<file path="src/rtl/tiny_cpu_seq.sv">
// Instruction sequencer for the tiny CPU: fetches opcode/operand bytes over a
// request/ready byte port, sequences the shared adder and holds PC, acc, Z/C and the output port.
module tiny_cpu_seq #(
    parameter logic [7:0] RESET_PC = 8'h00
) (
    input  logic       clk,
    input  logic       rst_n,
    input  logic       ena,
    output logic [7:0] mem_addr,
    output logic       mem_req,
    input  logic [7:0] mem_rdata,
    input  logic       mem_ready,
    output logic [7:0] alu_a,
    output logic [7:0] alu_b,
    input  logic [8:0] alu_y,
    output logic [7:0] out_port,
    output logic       out_strobe,
    output logic       halted
);

    typedef enum logic [2:0] {
        ST_FETCH = 3'd0,
        ST_OPND  = 3'd1,
        ST_DATA  = 3'd2,
        ST_EXEC  = 3'd3,
        ST_HALT  = 3'd4
    } state_t;

    localparam logic [3:0] OP_LDI  = 4'h1;
    localparam logic [3:0] OP_ADDI = 4'h2;
    localparam logic [3:0] OP_LDM  = 4'h3;
    localparam logic [3:0] OP_ADDM = 4'h4;
    localparam logic [3:0] OP_OUT  = 4'h5;
    localparam logic [3:0] OP_JMP  = 4'h6;
    localparam logic [3:0] OP_JZ   = 4'h7;
    localparam logic [3:0] OP_JC   = 4'h8;
    localparam logic [3:0] OP_HLT  = 4'hF;

    function automatic logic is_two_byte(input logic [3:0] op);
        case (op)
            OP_LDM, OP_ADDM, OP_JMP, OP_JZ, OP_JC: is_two_byte = 1'b1;
            default:                               is_two_byte = 1'b0;
        endcase
    endfunction

    state_t     state_q, state_d;
    logic [7:0] pc_q, pc_d;
    logic [7:0] ir_q, ir_d;
    logic [7:0] opr_q, opr_d;
    logic [7:0] acc_q, acc_d;
    logic [7:0] out_q, out_d;
    logic       z_q, z_d;
    logic       c_q, c_d;
    logic       strobe_q, strobe_d;
    logic       hs_s;
    logic [3:0] op_s;
    logic [3:0] imm_s;

    assign op_s       = ir_q[7:4];
    assign imm_s      = ir_q[3:0];
    assign hs_s       = mem_req & mem_ready;
    assign alu_a      = acc_q;
    assign out_port   = out_q;
    // A strobe pending across a stall is held and only shown once ena returns.
    assign out_strobe = strobe_q & ena;
    assign halted     = (state_q == ST_HALT);

    // Memory port and adder operand B selection
    always_comb begin
        mem_req  = 1'b0;
        mem_addr = pc_q;
        alu_b    = 8'h00;
        case (state_q)
            ST_FETCH: mem_req = ena;
            ST_OPND:  mem_req = ena;
            ST_DATA: begin
                mem_req  = ena;
                mem_addr = opr_q;
                alu_b    = mem_rdata;
            end
            ST_EXEC:  alu_b = {4'h0, imm_s};
            default:  mem_req = 1'b0;
        endcase
    end

    // Next-state and architectural state update
    always_comb begin
        state_d  = state_q;
        pc_d     = pc_q;
        ir_d     = ir_q;
        opr_d    = opr_q;
        acc_d    = acc_q;
        out_d    = out_q;
        z_d      = z_q;
        c_d      = c_q;
        strobe_d = strobe_q;
        if (ena) begin
            strobe_d = 1'b0;
            case (state_q)
                ST_FETCH: begin
                    if (hs_s) begin
                        ir_d    = mem_rdata;
                        pc_d    = pc_q + 8'd1;
                        state_d = is_two_byte(mem_rdata[7:4]) ? ST_OPND : ST_EXEC;
                    end else begin
                        state_d = ST_FETCH;
                    end
                end
                ST_OPND: begin
                    if (hs_s) begin
                        opr_d   = mem_rdata;
                        pc_d    = pc_q + 8'd1;
                        state_d = ST_FETCH;
                        case (op_s)
                            OP_LDM, OP_ADDM: state_d = ST_DATA;
                            OP_JMP:          pc_d = mem_rdata;
                            OP_JZ:           pc_d = z_q ? mem_rdata : pc_q + 8'd1;
                            OP_JC:           pc_d = c_q ? mem_rdata : pc_q + 8'd1;
                            default:         state_d = ST_FETCH;
                        endcase
                    end else begin
                        state_d = ST_OPND;
                    end
                end
                ST_DATA: begin
                    if (hs_s) begin
                        state_d = ST_FETCH;
                        if (op_s == OP_LDM) begin
                            acc_d = mem_rdata;
                            z_d   = (mem_rdata == 8'h00);
                        end else begin
                            acc_d = alu_y[7:0];
                            z_d   = (alu_y[7:0] == 8'h00);
                            c_d   = alu_y[8];
                        end
                    end else begin
                        state_d = ST_DATA;
                    end
                end
                ST_EXEC: begin
                    state_d = ST_FETCH;
                    case (op_s)
                        OP_LDI: begin
                            acc_d = {4'h0, imm_s};
                            z_d   = (imm_s == 4'h0);
                        end
                        OP_ADDI: begin
                            acc_d = alu_y[7:0];
                            z_d   = (alu_y[7:0] == 8'h00);
                            c_d   = alu_y[8];
                        end
                        OP_OUT: begin
                            out_d    = acc_q;
                            strobe_d = 1'b1;
                        end
                        OP_HLT:  state_d = ST_HALT;
                        default: state_d = ST_FETCH;
                    endcase
                end
                ST_HALT: state_d = ST_HALT;
                default: state_d = ST_FETCH;
            endcase
        end else begin
            strobe_d = strobe_q;
        end
    end

    // State registers with asynchronous reset
    always_ff @(posedge clk or negedge rst_n) begin
        if (!rst_n) begin
            state_q  <= ST_FETCH;
            pc_q     <= RESET_PC;
            ir_q     <= 8'h00;
            opr_q    <= 8'h00;
            acc_q    <= 8'h00;
            out_q    <= 8'h00;
            z_q      <= 1'b0;
            c_q      <= 1'b0;
            strobe_q <= 1'b0;
        end else begin
            state_q  <= state_d;
            pc_q     <= pc_d;
            ir_q     <= ir_d;
            opr_q    <= opr_d;
            acc_q    <= acc_d;
            out_q    <= out_d;
            z_q      <= z_d;
            c_q      <= c_d;
            strobe_q <= strobe_d;
        end
    end

endmodule

</file>
<file path="config.mk">
export PLATFORM = sky130hd
export DESIGN_NAME = tiny_cpu_seq
export DESIGN_NICKNAME = d
export VERILOG_FILES = /design/src/rtl/tiny_cpu_seq.sv
export SDC_FILE = /design/constraint.sdc
export NUM_CORES = 1
export LEC_CHECK = 0
export BUFFER_PORTS_ARGS = -buffer_cell sky130_fd_sc_hd__clkbuf_2
export CELL_PAD_IN_SITES_DETAIL_PLACEMENT = 1
export CELL_PAD_IN_SITES_GLOBAL_PLACEMENT = 2
export CORE_MARGIN = 5
export CORE_UTILIZATION = 31
export CTS_CLUSTER_DIAMETER = 40
export DETAILED_ROUTE_END_ITERATION = 16
export HOLD_SLACK_MARGIN = 0.08
export MAX_ROUTING_LAYER = met4
export PLACE_DENSITY_LB_ADDON = 0.12
export SYNTH_ARGS = -nofsm -noshare
export SYNTH_HDL_FRONTEND = slang
export SYNTH_SLANG_ARGS = --single-unit
</file>
<file path="constraint.sdc">
create_clock -name clk -period 1.81 [get_ports clk]
set_input_delay 0.362 -clock clk [delete_from_list [all_inputs] [get_ports clk]]
set_output_delay 0.362 -clock clk [all_outputs]
set_load 0.03 [all_outputs]
</file>
==> results.cfg, run 1 <==
[die]
rows = 33
dieArea_sq_um = 10500
die_width_um = 103
ios = 56
coreArea_sq_um = 8300
fp.dieH_um = 103
initial_core_util_pct = 32.0

[worst_setup_path]
startpoint_type = register
cp-end-kind = output pin
arrival_ns = 1.62
worst-endpoint-required_ns = 1.45
r2r_slack_ns = -0.02
r2r_end = c_q
r2r_start = state_q[0]
r2r_cells = 7
crit_type = reg -> out
worstPathMaxFanout = 7

[routing]
wl_per_cell_um = 18.3
dr.pass1.iters = 4
vias = 2206
route.antenna.remaining_nets = 0
drt-total-wl_mm = 7.89
dr.first_iter.drc_count = 50
drcViolationCount = 0
avgViaCountPerCell = 5.12

[status]
violations = negative setup slack
status = complete, but fails checks

[timing]
whs_ns = 0.295
drv_slew = 0
timing.fmax_ghz = 0.503
post-route-period-util_pct = 110
final_hold_viol_count = 0
slew_headroom_pct = 71.8
finalSetupViolCount = 18
setup_ws_ns = -0.177
worst_slew_pin_slew_ns = 0.421
rsz0062_at_grt = true
finalClockSkew_ns = 0.00888
period_needed_ns = 1.99

[layout]
syn_to_final_growth_pct = 31.4
drive_above_1_share_pct = 44.2
antenna_cells = 0
layout.nets = 347

[logic_synthesis]
syn_area_per_cell_sq_um = 10.4
syn_area_sq_um = 2660
synth_top_area_share_pct = 43.4
synth_nets = 277
ys.flop_type = dfrtp_1
synth_cell_types = 53
synth_top_area_cell = dfrtp_1
ys_top_cells_by_area = dfrtp_1 43%, mux2_2 12%, nand2_1 4.9%
synth-seq-cells = 46
synth_most_common_cell = dfrtp_1
synth.yosys.seq_area_share_pct = 43.4
yosys-top-cells-count = 46 x dfrtp_1, 35 x nand2_1, 29 x mux2_2, 24 x o21ai_0, 10 x nor2_1
yosysWarningCount = 0
syn-instance-count = 255
synth-edff-count = 0
async_reset_ff_share_pct = 100

[flow_run]
cap_viol_max_count = 0

[global_routing]
grt_overflow = 0
grt_max_degree = 47
antenna_found_initial = 0
grt_pass1_wl_mm = 12.8
grt_use_total_pct = 16.5
first_global_vias = 2351

[clock_network]
path_clk_slew_ns = 0.09
insertion_delay_ns = 0.30
clockBufferDepth = 2
cts_sinks = 46
cts_inserted_buffers = 5
root_buffer = clkbuf_8
cts_max_level = 2
cts_tree = done

[power]
p_leak_uw = 0.00161
finalPower_uw = 5260
ir_worst_vdd_mv = 0.765
power_density_nw_per_um2 = 1510

[placed_design]
place_ws_ns = 0.0375
io_buffers = 55
dpl.hpwl_mm = 5.52
place_congestion = 0.759

[hold_path]
hold_class = in -> reg
hold_path_depth = 2
min_to = c_q
min_from = alu_y[8]
## cells in the final DEF, fill, tap and decap left out, types with 5 or more instances in the layout
| master | instances |
|---|---|
| nand3_1 | 6 |
| o21ai_2 | 5 |
| buf_8 | 7 |
| mux2_2 | 24 |
| clkbuf_2 | 39 |
| and3_1 | 6 |
| nor2_1 | 10 |
| clkbuf_8 | 11 |
| inv_1 | 7 |
| a22oi_1 | 7 |
| buf_6 | 6 |
| buf_4 | 14 |
| o21ai_0 | 20 |
| a21oi_1 | 6 |
| dfrtp_1 | 44 |
| nand2_2 | 5 |
| mux2_4 | 5 |
| nand2_1 | 28 |
| mux2i_1 | 5 |
## power by group
part | switching [uW] | internal (uW) | leakage (uW)
registers | 392 | 1440 | 0.000570
logic | 1480 | 1290 | 0.000994
clock network | 346 | 309 | 0.0000482
total | 2220 | 3040 | 0.00161
## what timing repair did
action	CTS	global route
gates cloned	1	1
pin swaps	1	4
setup buffers	3	3
endpoints found under the setup margin	16	21
endpoints found under the hold margin	46	0
resized for setup	35	33
hold buffers	1	0
## per-layer routing
layer	global-route usage, %	wire length (um)
met5	-	0
met4	2.72	47
met3	2.64	189
met2	26.7	3790
met1	22.1	3860
## cell families after synthesis
family                   count (synthesis)  share of synthesized area (%)
buffers and inverters                   21                           5.47
flip-flops                              46                           43.4
adder cells (fa/ha/maj)                  1                          0.471
AO/OA/AOI/OAI                           59                           15.4
multiplexers                            34                           14.2
AND/OR/NAND/NOR                         93                           20.8
XOR/XNOR                                 1                          0.330
## area by class of cell
cell class | instances | area, sq um
tap | 105 | 131
inverter | 7 | 26.3
fill | 927 | 4810
clock buffer | 7 | 86.3
timing repair buffer | 77 | 639
sequential | 46 | 1150
multi-input combinational | 188 | 1450
clock inverter | 1 | 5.00
## worst max-delay path by stage
stage                          start     endpoint  slack (ns)  cells after the start
after detailed placement     ir_q[6]      pc_q[3]        0.04                      5
after floorplan           state_q[1]     alu_b[0]        0.10                      6
final                     state_q[0]  mem_addr[0]       -0.18                      4
after CTS                 state_q[2]  mem_addr[7]       -0.17                      4
after global routing      state_q[0]  mem_addr[2]       -0.24                      4
after global placement       ir_q[6]      pc_q[3]        0.08                      5
## sequential cells by signal, indices dropped and copies added (netlist names)
register and count:
out_port 8, alu_a 8, pc_q 8, state_q 3, ir_q 8, z_q 1, strobe_q 1, c_q 1
opr_q 8
## worst max-delay path, stage by stage (launching register included)
cell	delay [ns]
dfrtp_1	0.41
nor3b_4	0.28
buf_12	0.18
mux2_4	0.31
buf_8	0.14
## per-stage QoR
stage | utilization, % | cells | setup TNS [ns] | cell area [sq um]
final | 42.0 | 431 | -2.19 | 3490
after global routing | 42.0 | 431 | -3.54 | 3490
after CTS | 41.1 | 428 | -2.49 | 3410
after detailed placement | 37.5 | 415 | 0 | 3110
after global placement | 37.5 | 415 | 0 | 3110
after floorplan | - | 255 | 0 | 2680
Note: power is estimated with default switching activity, not from simulation.
==> run 2, diff against run 1 <==
--- a/config.mk
+++ b/config.mk
@@ -6,10 +6,8 @@
 export NUM_CORES = 1
 export LEC_CHECK = 0
 export BUFFER_PORTS_ARGS = -buffer_cell sky130_fd_sc_hd__clkbuf_2
-export CELL_PAD_IN_SITES_DETAIL_PLACEMENT = 1
-export CELL_PAD_IN_SITES_GLOBAL_PLACEMENT = 2
 export CORE_MARGIN = 5
-export CORE_UTILIZATION = 31
+export CORE_UTILIZATION = 49
 export CTS_CLUSTER_DIAMETER = 40
 export DETAILED_ROUTE_END_ITERATION = 16
 export HOLD_SLACK_MARGIN = 0.08
==> run 2 against run 1 <==
Effect of this change: clock power up 18%; setup slack better by 0.0059 ns; the flow still finishes with violations (negative setup slack); cell count decreased by 8.6%; sequential share of layout area increased by 0.47 points; power grew 1.2%; first-iteration DRC count grew to 2.8 times the previous value; worst hold slack lost 0.011 ns; clock skew is essentially flat; via count rose by 0.77%; critical endpoint unchanged; clock-buffer cell count stayed put; highest routed layer unchanged; wire length fell by 11%.
==> results.cfg, run 2 (synthesis gave the netlist of run 1 again) <==
[status]
status = complete, but fails checks
violations = negative setup slack

[timing]
finalClockSkew_ns = 0.00919
final_hold_viol_count = 0
drv_slew = 0
worst_slew_pin_slew_ns = 0.413
finalSetupViolCount = 16
fin_tns_setup_ns = -2.12
post-route-period-util_pct = 109
slew_headroom_pct = 72.3
setup_ws_ns = -0.171
timing.fmax_ghz = 0.505
period_needed_ns = 1.98
whs_ns = 0.284
rsz0062_at_grt = true

[layout]
stdcell_count = 394
drive_above_1_share_pct = 43.5
final_common_cell = dfrtp_1
syn_to_final_growth_pct = 29.5
most-common-layout-cells = 44 x dfrtp_1, 38 x clkbuf_2, 31 x nand2_1
stdcell_area_sq_um = 3440
nFillCells = 414
layout.nets = 345
antenna_cells = 0

[hold_path]
hold_path_depth = 2
min_from = alu_y[8]
hold_class = in -> reg
min_to = c_q

[clock_network]
cts_tree = done
clockBufferDepth = 2
path_clk_slew_ns = 0.09
root_buffer = clkbuf_8
cts_inserted_buffers = 5
cts_max_level = 2
cts_sinks = 46
insertion_delay_ns = 0.31

[routing]
route.top_layer_used = met4
wl_per_cell_um = 17.9
drt-total-wl_mm = 7.04
wl_met3_um = 281
route.antenna.remaining_nets = 0
dr.pass1.iters = 4
dr.first_iter.drc_count = 139
met1_length_mm = 3.18
avgViaCountPerCell = 5.64
wl_met2_mm = 3.47
drcViolationCount = 0
vias = 2223

[power]
ir_worst_vdd_mv = 0.863
power_frac_clock_pct = 14.6
p_seq_share_pct = 34.5
power.internal_uw = 3120
p_comb_share_pct = 51.0
p_sw_uw = 2200
switching_share_pct = 41.4
p_leak_uw = 0.00159
power_density_nw_per_um2 = 1550

[worst_setup_path]
worst-endpoint-required_ns = 1.45
r2r_cells = 7
crit_cells = 4
cpMaxStageDelayCell = dfrtp_1
path_buf_inv = 2
worstPathMaxFanout = 7
r2r_start = state_q[0]
path_cells = nor3b_4 > buf_12 > mux2_4 > buf_8
arrival_ns = 1.62
crit_type = reg -> out
startpoint_type = register
cp-end-kind = output pin
max_stage_delay_ns = 0.41
crit_family = flip-flops
r2r_end = c_q
r2r_slack_ns = 0.04

[global_routing]
grt_pass1_wl_mm = 11.2
first_global_vias = 2240
grt_max_degree = 47
grt_overflow = 0
antenna_found_initial = 0
grt_use_total_pct = 20.6

[die]
rows = 26
ios = 56
initial_core_util_pct = 51.3
die_width_um = 83.6
fp.dieH_um = 83.6
dieArea_sq_um = 6990
coreArea_sq_um = 5170

[placed_design]
placed_cell_area_sq_um = 3050
io_buffers = 55
dpl.hpwl_mm = 4.71
place_ws_ns = 0.00853
post-place-cells = 378
place_congestion = 0.847

[flow_run]
cap_viol_max_count = 0
==> run 2: timing repair <==
action                                 in CTS  in global routing
resized for setup                          38                 32
hold buffers                                1                  0
setup endpoints to repair                  17                 19
buffers inserted                            2                  4
pin swaps                                   1                  2
cloned                                      1                  1
endpoints found under the hold margin      46                  0
==> run 2: metrics by stage <==
step                      util (%)  total power [uW]
after floorplan                  -              3480
after global placement        59.0              4050
after detailed placement      59.0              4100
after CTS                     65.0              5200
after global routing          66.5              5630
final                         66.5              5320
==> run 2: layer usage <==
| metal | vias up | GRT usage, % |
|---|---|---|
| met3 | 9 | 3.36 |
| met2 | 62 | 31.3 |
| met4 | 0 | 7.75 |
| met5 | - | - |
| li1 | 1059 | - |
| met1 | 1093 | 27.7 |
==> run 2: cell type report <==
type                            count  area (sq um)  share of cell area, %
Inverter                            7          26.3                  0.764
Multi-Input combinational cell    188          1440                   41.9
Clock buffer                        7          76.3                   2.22
Timing Repair Buffer               75           624                   18.2
Sequential cell                    46          1150                   33.5
Clock inverter                      1          30.0                  0.873
Tap cell                           70          87.6                   2.55
==> run 2: how the worst max path moves through the flow <==
stage	slack, ns	start	to
floorplan	0.10	state_q[1]	alu_b[0]
global placement	0.02	ir_q[7]	z_q
detailed placement	0.009	ir_q[7]	z_q
CTS	-0.18	state_q[2]	mem_addr[7]
global route	-0.23	state_q[0]	mem_addr[7]
finish	-0.17	state_q[0]	mem_addr[0]
==> run 2: worst reg2reg max path: stages (launching register included) <==
cell and delay [ns]:
dfrtp_1 0.41, nor3b_4 0.28, buf_6 0.16, buf_4 0.17
buf_4 0.13, a21oi_1 0.05, o21ai_1 0.13, mux2_2 0.34
==> run 2: power by group through the flow <==
stage / logic [uW] / registers (uW) / clock network (uW)
2_1_floorplan: 1500 / 1980 / 0
3_3_place_gp: 2240 / 1810 / 0
3_5_place_dp: 2270 / 1830 / 0
4_1_cts: 2600 / 1820 / 780
5_1_grt: 2900 / 1900 / 827
6_report: 2710 / 1830 / 774
